===== src/rtl/multi_mode_ff_bank.sv =====
// multi_mode_ff_bank
//   Bank of WIDTH flip-flops sharing one next-state function (D, T, JK or SR)
//   that is selected by mode. The bank provides enable, synchronous clear,
//   a sticky SR-invalid error flag, a registered change pulse and a
//   saturating change counter.
//
// Optional feature:
//   FFBANK_PARITY_EN - adds output 'parity', a registered XOR of all q bits.
//
// Ports:
//   clk      in   rising-edge clock
//   reset    in   asynchronous active-low reset
//   mode     in   00 D, 01 T, 10 JK, 11 SR
//   en       in   update enable (q holds when 0)
//   clr      in   synchronous clear of q, counter and error flag (wins over en)
//   a        in   D / T / J / S per bit
//   b        in   K / R per bit (ignored in D and T modes)
//   q        out  register state
//   changed  out  high for one cycle after an enabled edge that changed q
//   chg_cnt  out  saturating count of edges that changed q
//   sr_err   out  sticky flag, set when S=R=1 on an enabled SR-mode edge
//   parity   out  ^q (only when FFBANK_PARITY_EN is defined)

module multi_mode_ff_bank #(
    parameter int unsigned      WIDTH     = 4,
    parameter int unsigned      CNT_W     = 8,
    parameter logic [WIDTH-1:0] RESET_VAL = '0
) (
    input  logic             clk,
    input  logic             reset,
    input  logic [1:0]       mode,
    input  logic             en,
    input  logic             clr,
    input  logic [WIDTH-1:0] a,
    input  logic [WIDTH-1:0] b,
    output logic [WIDTH-1:0] q,
    output logic             changed,
    output logic [CNT_W-1:0] chg_cnt,
    output logic             sr_err
`ifdef FFBANK_PARITY_EN
    ,
    output logic             parity
`endif
);

    typedef enum logic [1:0] {
        MODE_D  = 2'b00,
        MODE_T  = 2'b01,
        MODE_JK = 2'b10,
        MODE_SR = 2'b11
    } mode_e;

    mode_e            mode_sel;
    logic [WIDTH-1:0] qn;
    logic             sr_bad;
    logic             q_diff;

    assign mode_sel = mode_e'(mode);

    always_comb begin
        qn     = q;
        sr_bad = 1'b0;
        case (mode_sel)
            MODE_D:  qn = a;
            MODE_T:  qn = q ^ a;
            // JK characteristic: q+ = J & ~q | ~K & q
            MODE_JK: qn = (a & ~q) | (~b & q);
            // SR: set when S&~R, otherwise hold unless reset (S=R=1 also holds)
            MODE_SR: begin
                qn     = (a & ~b) | (q & ~(a ^ b));
                sr_bad = |(a & b);
            end
            default: qn = q;
        endcase
    end

    assign q_diff = (qn != q);

    always_ff @(posedge clk or negedge reset) begin
        if (!reset) begin
            q       <= RESET_VAL;
            changed <= 1'b0;
            chg_cnt <= '0;
            sr_err  <= 1'b0;
        end else if (clr) begin
            q       <= RESET_VAL;
            changed <= 1'b0;
            chg_cnt <= '0;
            sr_err  <= 1'b0;
        end else if (en) begin
            q       <= qn;
            changed <= q_diff;
            if (q_diff && (chg_cnt != '1))
                chg_cnt <= chg_cnt + CNT_W'(1);
            if (sr_bad)
                sr_err <= 1'b1;
        end else begin
            changed <= 1'b0;
        end
    end

`ifdef FFBANK_PARITY_EN
    always_ff @(posedge clk or negedge reset) begin
        if (!reset)
            parity <= ^RESET_VAL;
        else if (clr)
            parity <= ^RESET_VAL;
        else if (en)
            parity <= ^qn;
    end
`endif

endmodule


===== config.mk =====
export PLATFORM = sky130hd
export DESIGN_NAME = multi_mode_ff_bank
export DESIGN_NICKNAME = d
export VERILOG_FILES = /design/src/rtl/multi_mode_ff_bank.sv
export SDC_FILE = /design/constraint.sdc
export NUM_CORES = 1
export LEC_CHECK = 0
export BUFFER_PORTS_ARGS = -buffer_cell sky130_fd_sc_hd__buf_2
export CAP_MARGIN = 30
export CELL_PAD_IN_SITES_DETAIL_PLACEMENT = 1
export CELL_PAD_IN_SITES_GLOBAL_PLACEMENT = 1
export CORE_AREA = 5 5 64 66
export CTS_BUF_LIST = sky130_fd_sc_hd__clkbuf_4 sky130_fd_sc_hd__clkbuf_8
export DETAILED_ROUTE_END_ITERATION = 6
export DIE_AREA = 0 0 69 71
export GPL_TIMING_DRIVEN = 0
export HOLD_SLACK_MARGIN = 0.15
export PLACE_DENSITY = 0.78
export SLEW_MARGIN = 10
export SYNTH_ARGS = -nofsm -noshare
export SYNTH_HDL_FRONTEND = slang
export SYNTH_SLANG_ARGS = --single-unit

===== constraint.sdc =====
create_clock -name clk -period 2.6 [get_ports clk]
set_input_delay 0.39 -clock clk [delete_from_list [all_inputs] [get_ports clk]]
set_output_delay 0.39 -clock clk [all_outputs]
set_load 0.01 [all_outputs]

[Word-level counts from Yosys, hierarchy flattened]
Index checks and enable logic that the tools add are counted.
Word-level totals
  register bits: 14
  output and inout port bits: 14
  input port bits: 14
  bits in writable memories: 0
  bits in read-only memories: 0
  latch bits: 0
  memories: 0
  logic and storage cells: 42
Operators by class
  shift-type cells: 0
  $add $sub $neg: 1
  eq/ne operators: 5
  reduce and logical (&&, ||, !) cells: 8
  bitwise operators: 12
  mux-type cells: 12
  div/mod/pow operators: 0
  order comparisons: 0
  $mul: 0
Operators by type and width (count)
  two-way mux 8 bit: 3
  bitwise AND 4 bit: 5
  case mux 4 bit (4 select lines): 1
  NOT 4 bit: 3
  adder 8 x 1 -> 8 bit (second input constant): 1
  two-way mux 4 bit: 2
  != test 8 bit (second input constant): 1
  OR 4 bit: 2
  XOR 4 bit: 2
  two-way mux 1 bit: 6
  nonzero test 2 bit: 3
  equality test 2 bit (second input constant): 2
  != test 4 bit: 1
  AND reduction 2 bit: 2
  OR reduction 4 bit: 1
  equality test 2 x 1 -> 1 bit (second input constant): 1
  logical NOT 2 bit: 1
  logical AND 1 bit: 1

[Depth between registers and ports, before layout]
Gate-level depths: netlist of the first run.
  depth in word-level cells: 10
  depth in mapped cells: 9

[Least setup slack after synthesis of the first run]
No wires, ideal clock.
  kind: input -> register
  start point: input port mode[0]
  end point: register chg_cnt[4]
  library setup time: 0.125 ns
  arrival: 2.135 ns
  path slack: 0.340 ns
  stages on the path: 8
  data required time: 2.475 ns
  cell sequence: buf_6 maj3_2 o22a_1 mux2i_1 o41ai_2 buf_4 nor3_2 mux2_4
On the way
  cells in the longest elaborated chain, start to end: 6
  elaborated cells between the ends (all ways): 9
Ends and longest elaborated chain
  start: declaration: RTL line 31  | input logic [1:0] mode,
  equality test 2 bit, or another cell as far along: RTL line 63  | case (mode_sel)
  case mux 4 bit (4 select lines) (*): RTL line 63
  != test 4 bit (*): RTL line 77  | assign q_diff = (qn != q);
  logical AND 1 bit (*): RTL line 93  | if (q_diff && (chg_cnt != '1))
  nonzero test 2 bit (no line) (*)
  AND reduction 2 bit (no line) (*)
  end signal: assignment: RTL line 94  | chg_cnt <= chg_cnt + CNT_W'(1);
  end: declaration: RTL line 38  | output logic [CNT_W-1:0] chg_cnt,
Every way passes the cells marked *; elsewhere a longest branch is shown, timed or not.
A chain may end at the register's enable or synchronous reset.

[Worst setup path after layout of the first run]
  start point: register q[2]
  end point: register chg_cnt[4]
On the way
  cells in the longest elaborated chain, start to end: 8
  elaborated cells between the ends (all ways): 12
Ends and longest elaborated chain
  start: declaration: RTL line 36  | output logic [WIDTH-1:0] q,
  start signal: assignment: RTL line 91  | q <= qn;
  NOT 4 bit: RTL line 67  | MODE_JK: qn = (a & ~q) | (~b & q);
  bitwise AND 4 bit: RTL line 67
  OR 4 bit: RTL line 67
  case mux 4 bit (4 select lines): RTL line 63
  != test 4 bit (*): RTL line 77
  logical AND 1 bit (*): RTL line 93
  nonzero test 2 bit (no line) (*)
  AND reduction 2 bit (no line) (*)
Marked as above.

==> results.json, run 1 <==
{
  "status": "complete, no violations",
  "dr.pass1.iters": 4,
  "synth_area_leaders": "dfrtp_1, ha_1, o221ai_1, a21oi_1, buf_6",
  "required_ns": 2.77,
  "fp.coreArea_um2": 3523,
  "slowest_stage": "o41ai_2",
  "synth_edf_count": 0,
  "final_util": 0.3881,
  "wl_met3_um": 152,
  "synthFlopType": "dfrtp_1",
  "synth_cell_types": 34,
  "fin_worst_skew_ns": 0.002615,
  "wl_met2_um": 1555,
  "cap_violations": 0,
  "tns_ns": 0,
  "clk_pin_slew_worst_paths_ns": 0.09,
  "holdBufCountCts": 1,
  "insertion_delay_ns": 0.28,
  "hp-class": "in2reg",
  "synthToLayoutAreaGrowth_pct": 19.85,
  "clock.fmax_mhz": 413.1,
  "worst_slew_pin_slew_ns": 0.5660,
  "ios": 28,
  "yosysTopAreaCell": "dfrtp_1",
  "cts_buffers": 3,
  "io_buffers": 24,
  "start_util": 0.3239,
  "antenna_found_initial": 0,
  "postCtsSetupRepairBufs": 0,
  "slew_viol_final": 0,
  "met1_length_um": 1358,
  "synth_most_common_cell": "dfrtp_1",
  "die-width_um": 69,
  "die_height_um": 71,
  "clk_path_buf_depth": 2,
  "timing.slew.headroom": 0.6212,
  "clock-sinks": 14,
  "htreeDepth": 1,
  "syn_avg_cell_area_um2": 9.431,
  "critPathKind": "reg2reg",
  "diodes": 0,
  "ir_worst_vdd_mv": 0.1383,
  "cts_resized": 0,
  "grt_first_pass_wirelength_um": 5168,
  "routed_via_density": 5.227,
  "gp_congestion": 0.8201,
  "synthArstFlopShare": 1.000,
  "grt_max_degree": 15,
  "row_count": 22,
  "cts_root_buf": "clkbuf_4",
  "routedWlPerCell_um": 15.53,
  "postSynthRegisterBits": 14,
  "fin_crit_ns": 2.421,
  "critical_path.max_fanout": 10,
  "synth_area_um2": 1141,
  "synth_seq_area_share": 0.3070,
  "power.density_nw_per_um2": 390.2,
  "synthCells": 121,
  "cp_cell_sequence": "maj3_2, o22a_1, mux2i_1, o41ai_2, buf_4, nor3_2, mux2_4",
  "finalCritPeriodShare": 0.9310,
  "grt_setup_unrepaired": "false",
  "final_antenna_net_count": 0,
  "finalHoldViolations": 0,
  "routed_wl_um": 3074,
  "yosysTopAreaCellShare": 0.3070,
  "cp-start-kind": "flip-flop",
  "nNetsFinal": 174,
  "critPathTopFamily": "compound AO/OA/AOI/OAI gates",
  "drt-initial-drc-count": 25,
  "dieArea_um2": 4899,
  "vias": 1035,
  "cpPeakStageDelay_ns": 0.52,
  "dr.max_layer_used": "met4",
  "end_kind": "flip-flop",
  "finalSetupViolations": 0,
  "worst_ep_arrival_time_ns": 2.59,
  "crit_buf_inv": 1,
  "p_leak_nw": 0.6568,
  "reg2reg_slack_ns": 0.18,
  "post-route-drc-count": 0,
  "grt.overflow.total": 0,
  "synthTopCellsByCount": "dfrtp_1, a21oi_1, inv_1",
  "yosys_warnings": 0,
  "tritoncts": "yes",
  "hpwlAfterDp_um": 2431,
  "first_global_vias": 1116,
  "synth_nets": 144,
  "grt_use_total": 0.1282,
  "layout-drive-gt1-share": 0.2933
}
## through the flow
step	hold slack [ns]	area, µm²	worst slack, ns	power, mW	std cells
2_1_floorplan	0.09441	1141	0.3400	0.3285	121
4_1_cts	0.4622	1368	0.1623	0.5429	198
6_report	0.4599	1368	0.1794	0.5336	198
5_1_grt	0.4784	1368	0.04213	0.5713	198
3_3_place_gp	0.3060	1321	0.1386	0.3713	193
3_5_place_dp	0.3189	1321	0.07849	0.3800	193
## worst register-to-register path, cell delays in order, from the launching register on
cell and delay, ns:
dfrtp_1 0.45, maj3_2 0.33, o22a_1 0.22, mux2i_1 0.17
o41ai_2 0.52, buf_4 0.26, nor3_2 0.07, mux2_4 0.31
## kinds of logic after synthesis
family	count (synthesis)	synth area share
buffers and inverters	18	0.08882
and+or+nand+nor	36	0.1897
adders and majority gates	13	0.1382
AOI/OAI and AO/OA	33	0.2083
DFF	14	0.3070
muxes	7	0.06798
## power breakdown
| part | total, mW | internal, mW | switching [mW] |
|---|---|---|---|
| Clock | 0.159 | 0.0851 | 0.0743 |
| Sequential | 0.237 | 0.226 | 0.0111 |
| Combinational | 0.137 | 0.0615 | 0.0753 |
| Total | 0.534 | 0.373 | 0.161 |
## per-layer routing
| metal | vias up | global-route usage |
|---|---|---|
| li1 | 504 | - |
| met1 | 505 | 0.1489 |
| met2 | 24 | 0.2362 |
| met3 | 2 | 0.02983 |
| met4 | 0 | 0.03254 |
| met5 | - | 0 |
## cell type report
cell class,instances,area [µm²]
clock buffers,4,36.28
repair buffers,25,130.1
multi-input cells,89,689.4
inverters,10,37.54
well taps,48,60.06
plain buffers,8,63.81
flip-flops and latches,14,350.3
fillers,438,2156
## placed cells by master, fill, tap and decap left out, types with 2 or more instances in the layout
master / synthesis / routed
buf_2: 0 / 24
dfrtp_1: 14 / 14
a21oi_1: 13 / 13
inv_1: 10 / 10
ha_1: 9 / 9
o221ai_1: 8 / 8
nand2_1: 7 / 7
nor2_1: 5 / 5
nand2b_1: 5 / 5
buf_6: 4 / 4
maj3_2: 4 / 4
o22a_1: 4 / 4
mux2i_1: 4 / 4
nand3_1: 4 / 4
or4_1: 3 / 3
nor2b_1: 3 / 3
clkbuf_4: 0 / 3
clkbuf_1: 2 / 2
nand2b_4: 2 / 2
o31ai_1: 2 / 2
mux2_2: 2 / 2
o21ai_0: 2 / 2
## flip-flops by register name (all words and copies together), names as in the netlist
register  cells
q             4
sr_err        1
changed       1
chg_cnt       8
## path summary, 6_finish.rpt
path,start,to,cells past startpoint
max reg2reg,q[2],chg_cnt[4],7
min reg2reg,sr_err,sr_err,2
max in group asynchronous,reset,sr_err,2
min in group asynchronous,reset,chg_cnt[4],2
min,mode[0],sr_err,3
max,q[2],chg_cnt[4],7
No activity file was read; power rests on OpenSTA's default activity.
==> run 2, diff against run 1 <==
Settings changed: BUFFER_PORTS_ARGS -buffer_cell sky130_fd_sc_hd__buf_2 to -buffer_cell sky130_fd_sc_hd__clkbuf_2.
==> run 2 against run 1 <==
Combinational power about the same; first-iteration DRC count decreased by 20%; worst hold slack got worse by 0.0048 ns; non-clock buffer count unchanged; sequential power about the same; cell area decreased by 1.0%; sequential cell count unchanged; critical path type unchanged; critical endpoint unchanged; largest cell class unchanged; highest routed layer unchanged.
==> results.json, run 2 (synthesis gave the netlist of run 1 again) <==
{
  "tritoncts": "yes",
  "routed_via_density": 5.173,
  "routed_wl_um": 3017,
  "clock-sinks": 14,
  "htreeDepth": 1,
  "start_util": 0.3239,
  "finalHoldViolations": 0,
  "clock.fmax_mhz": 417.4,
  "post-route-drc-count": 0,
  "slowest_stage": "o41ai_2",
  "diodes": 0,
  "largestRegisters": "chg_cnt x8, q x4",
  "ios": 28,
  "cap_violations": 0,
  "cts_root_buf": "clkbuf_4",
  "fin_worst_skew_ns": 0.0004101,
  "largest_register_ffs": 8,
  "die_height_um": 71,
  "final_antenna_net_count": 0,
  "hp-class": "in2reg",
  "ir_worst_vdd_mv": 0.2198,
  "slew_viol_final": 0,
  "status": "complete, no violations",
  "dp_cells": 193,
  "antenna_found_initial": 0,
  "mostFrequentLayoutCells": "clkbuf_2, dfrtp_1, a21oi_1, inv_1, ha_1",
  "cpPeakStageDelay_ns": 0.50,
  "required_ns": 2.76,
  "vias": 1019,
  "holdBufCountCts": 1,
  "dr.pass1.iters": 4,
  "worst_slew_pin_slew_ns": 0.6040,
  "postCtsSetupRepairBufs": 0,
  "p_leak_nw": 0.6410,
  "clk_pin_slew_worst_paths_ns": 0.08,
  "grt_first_pass_wirelength_um": 5037,
  "first_global_vias": 1100,
  "grt_setup_unrepaired": "false",
  "timing.slew.headroom": 0.5958,
  "seq_area_um2": 350.3,
  "cp_cell_sequence": "maj3_2, o22a_1, mux2i_1, o41ai_2, buf_4, nor3_2, mux2_4",
  "gp_congestion": 0.8035,
  "insertion_delay_ns": 0.27,
  "power.density_nw_per_um2": 362.6,
  "largest-register": "chg_cnt",
  "finalCritPeriodShare": 0.9214,
  "end_kind": "flip-flop",
  "routedWlPerCell_um": 15.31,
  "stdcell_count": 197,
  "multi_input_area_um2": 689.4,
  "clk_path_buf_depth": 2,
  "grt_max_degree": 15,
  "dieArea_um2": 4899,
  "finalSetupViolations": 0,
  "cts_buffers": 3,
  "cts_resized": 0,
  "drt-initial-drc-count": 20,
  "fp.coreArea_um2": 3523,
  "crit_buf_inv": 1,
  "grt.overflow.total": 0,
  "n_fill_cell": 451,
  "cp-start-kind": "flip-flop",
  "layout-drive-gt1-share": 0.2886,
  "row_count": 22,
  "critPathKind": "reg2reg",
  "fin_crit_ns": 2.396,
  "worst_ep_arrival_time_ns": 2.56,
  "tns_ns": 0,
  "die-width_um": 69,
  "io_buffers": 24,
  "final_common_cell": "clkbuf_2",
  "hpwlAfterDp_um": 2393,
  "critical_path.max_fanout": 10,
  "critPathTopFamily": "compound AO/OA/AOI/OAI gates",
  "grt_use_total": 0.1264,
  "nNetsFinal": 174,
  "synthToLayoutAreaGrowth_pct": 18.64
}
run 2: path summary, 6_finish.rpt:
path | start | end | slack (ns) | cells past startpoint
min | mode[0] | sr_err | 0.46 | 3
max | q[2] | chg_cnt[4] | 0.20 | 7
max in group asynchronous | reset | q[3] | 1.77 | 2
min in group asynchronous | reset | chg_cnt[4] | 0.56 | 2
min reg2reg | sr_err | sr_err | 0.53 | 2
max reg2reg | q[2] | chg_cnt[4] | 0.20 | 7
run 2: through the flow:
stage	util	power (mW)	cell area, µm²	setup slack [ns]	hold slack (ns)
2_1_floorplan	-	0.3285	1141	0.3400	0.09441
3_3_place_gp	0.3750	0.3717	1321	0.1314	0.3227
3_5_place_dp	0.3750	0.3787	1321	0.06387	0.3296
4_1_cts	0.3842	0.5023	1354	0.1930	0.4456
5_1_grt	0.3842	0.5292	1354	0.08629	0.4794
6_report	0.3842	0.4909	1354	0.2043	0.4551
run 2: power breakdown:
group | internal (mW) | total [mW] | switching [mW]
clock network | 0.0535 | 0.118 | 0.0647
registers | 0.226 | 0.237 | 0.0112
logic | 0.0611 | 0.135 | 0.0741
total | 0.341 | 0.491 | 0.150
run 2: metal layers:
metal	vias to the layer above	global-route usage	part of all wire
met1	492	0.1480	0.43
met4	0	0.02603	0.0033
li1	503	-	-
met3	2	0.01989	0.037
met2	22	0.2415	0.53
met5	-	0	0
run 2: worst register-to-register path, stage by stage (launching register included):
cell and delay (ns):
dfrtp_1 0.44, maj3_2 0.32, o22a_1 0.22, mux2i_1 0.17, o41ai_2 0.50, buf_4 0.25, nor3_2 0.07, mux2_4 0.31
run 2: area by class of cell:
type                       instances  share of cell area
buffer                             8             0.04713
multi-input combinational         89              0.5092
inverter                          10             0.02773
timing repair buffer              25             0.09612
tap                               48             0.04436
sequential                        14              0.2588
clock buffer                       3             0.01664
==> run 3, diff against run 2 <==
--- a/config.mk
+++ b/config.mk
@@ -10,11 +10,11 @@
 export CELL_PAD_IN_SITES_DETAIL_PLACEMENT = 1
 export CELL_PAD_IN_SITES_GLOBAL_PLACEMENT = 1
-export CORE_AREA = 5 5 64 66
+export CORE_AREA = 5 5 59 61
 export CTS_BUF_LIST = sky130_fd_sc_hd__clkbuf_4 sky130_fd_sc_hd__clkbuf_8
 export DETAILED_ROUTE_END_ITERATION = 6
-export DIE_AREA = 0 0 69 71
+export DIE_AREA = 0 0 64 66
 export GPL_TIMING_DRIVEN = 0
 export HOLD_SLACK_MARGIN = 0.15
-export PLACE_DENSITY = 0.78
+export PLACE_DENSITY = 0.89
 export SLEW_MARGIN = 10
 export SYNTH_ARGS = -nofsm -noshare
==> constraint.sdc (replaced) <==
create_clock -name clk -period 2.6 [get_ports clk]
set_input_delay 0.26 -clock clk [delete_from_list [all_inputs] [get_ports clk]]
set_output_delay 0.26 -clock clk [all_outputs]
set_load 0.01 [all_outputs]
==> run 3 against run 2 <==
Critical path depth is the same; register-to-register slack lost 0.05 ns; cell area shrank 0.37%; die area shrank 14%; clock skew grew 0.0036 ns; utilization grew 7.6 points; largest power group unchanged.
==> results.json, run 3 (synthesis gave the netlist of run 1 again) <==
{
  "status": "complete, no violations",
  "grt_first_pass_wirelength_um": 5423,
  "stdcell_count": 183,
  "cp_cell_sequence": "maj3_2, o22a_1, mux2i_1, o41ai_2, buf_4, nor3_2, mux2_4",
  "clk_path_buf_depth": 2,
  "drt-initial-drc-count": 40,
  "critical_path.max_fanout": 10,
  "r2r_end": "chg_cnt[4]",
  "end_kind": "flip-flop",
  "hold_start": "mode[0]",
  "insertion_delay_ns": 0.29,
  "cts_buffers": 3,
  "fp.coreArea_um2": 2928,
  "reg2regPathDepth": 7,
  "final_common_cell": "clkbuf_2",
  "fin_worst_skew_ns": 0.003964,
  "start_util": 0.3897,
  "startpoint": "q[2]",
  "routed_via_density": 5.760,
  "holdPathStages": 3,
  "worst_slew_pin_slew_ns": 0.5681,
  "finalPower_mw": 0.5415,
  "die-width_um": 64,
  "tritoncts": "yes",
  "ios": 28,
  "diodes": 0,
  "cpPeakStageDelay_ns": 0.52,
  "ir_worst_vdd_mv": 0.2868,
  "clk_pin_slew_worst_paths_ns": 0.09,
  "crit_buf_inv": 1,
  "antenna_found_initial": 0,
  "clock-sinks": 14,
  "nNetsFinal": 174,
  "vias": 1054,
  "synthToLayoutAreaGrowth_pct": 18.20,
  "largestRegisters": "chg_cnt x8, q x4",
  "cts_resized": 0,
  "finalCritPeriodShare": 0.9389,
  "row_count": 20,
  "post-route-drc-count": 0,
  "grt_max_degree": 15,
  "holdPathEnd": "sr_err",
  "worst_ep_arrival_time_ns": 2.62,
  "finalSetupViolations": 0,
  "clock.fmax_mhz": 409.7,
  "mostFrequentLayoutCells": "clkbuf_2, dfrtp_1, a21oi_1, inv_1, ha_1",
  "dieArea_um2": 4224,
  "first_global_vias": 1189,
  "grt_setup_unrepaired": "false",
  "routed_wl_um": 3161,
  "reg2reg_slack_ns": 0.16,
  "holdBufCountCts": 1,
  "p_leak_nw": 0.6482,
  "r2r_start": "q[2]",
  "largest-register": "chg_cnt",
  "power.density_nw_per_um2": 401.4,
  "postCtsSetupRepairBufs": 0,
  "layout-drive-gt1-share": 0.2933,
  "cp-start-kind": "flip-flop",
  "cts_root_buf": "clkbuf_4",
  "gp_congestion": 0.8122,
  "largest_register_ffs": 8,
  "tns_ns": 0,
  "whs_ns": 0.3057,
  "timing.slew.headroom": 0.6199,
  "critPathKind": "reg2reg",
  "dr.pass1.iters": 4,
  "required_ns": 2.78,
  "htreeDepth": 1,
  "hpwlAfterDp_um": 2473,
  "final_util": 0.4607,
  "final_antenna_net_count": 0,
  "grt.overflow.total": 0,
  "die_height_um": 66,
  "dp_cells": 178,
  "fin_crit_ns": 2.441,
  "routedWlPerCell_um": 17.27,
  "slew_viol_final": 0,
  "critPathTopFamily": "compound AO/OA/AOI/OAI gates",
  "slowest_stage": "o41ai_2",
  "io_buffers": 24,
  "grt_use_total": 0.1624,
  "hp-class": "in2reg",
  "finalHoldViolations": 0,
  "cap_violations": 0
}
==> run 3: cell types whose count changed in the layout (fill, tap and decap cells not counted), sizes merged <==
cell	delta
clkbuf	+1
==> run 3: cell type report <==
class	count	area (µm²)
buffer	8	63.81
clock buffer	4	36.28
fill	364	1579
inverter	10	37.54
multi-input combinational	89	689.4
sequential	14	350.3
tap	33	41.29
timing repair buffer	25	130.1
==> run 3: tightest hold or removal path: cells and delay by family <==
family / cells / cell delay, ns
buffers and inverters: 1 / 0.11
AOI/OAI and AO/OA: 1 / 0.10
and+or+nand+nor: 1 / 0.08
==> run 3: how the worst max path moves through the flow <==
stage,to,slack (ns),depth (start not counted)
finish,chg_cnt[4],0.16,7
global route,chg_cnt[4],0.04,7
CTS,chg_cnt[4],0.14,7
detailed placement,chg_cnt[4],0.17,7
global placement,chg_cnt[4],0.26,7
floorplan,chg_cnt[4],0.39,7
==> run 3: report_power, final <==
group / internal, mW / total, mW / switching [mW]
clock: 0.0855 / 0.165 / 0.0793
combinational: 0.0615 / 0.139 / 0.0773
sequential: 0.226 / 0.238 / 0.0117
total: 0.373 / 0.541 / 0.168
==> run 3: routing by layer <==
layer	wire [µm]	up-vias	global-route usage
met3	183	5	0.03401
met4	41	0	0.06234
met5	0	-	0
li1	-	509	-
met2	1718	26	0.3116
met1	1217	514	0.1696
==> run 3: per-stage QoR <==
step / worst slack (ns) / cell area (µm²)
floorplan: 0.3881 / 1141
global placement: 0.2611 / 1303
detailed placement: 0.1685 / 1303
CTS: 0.1395 / 1349
global route: 0.03805 / 1349
finish: 0.1589 / 1349
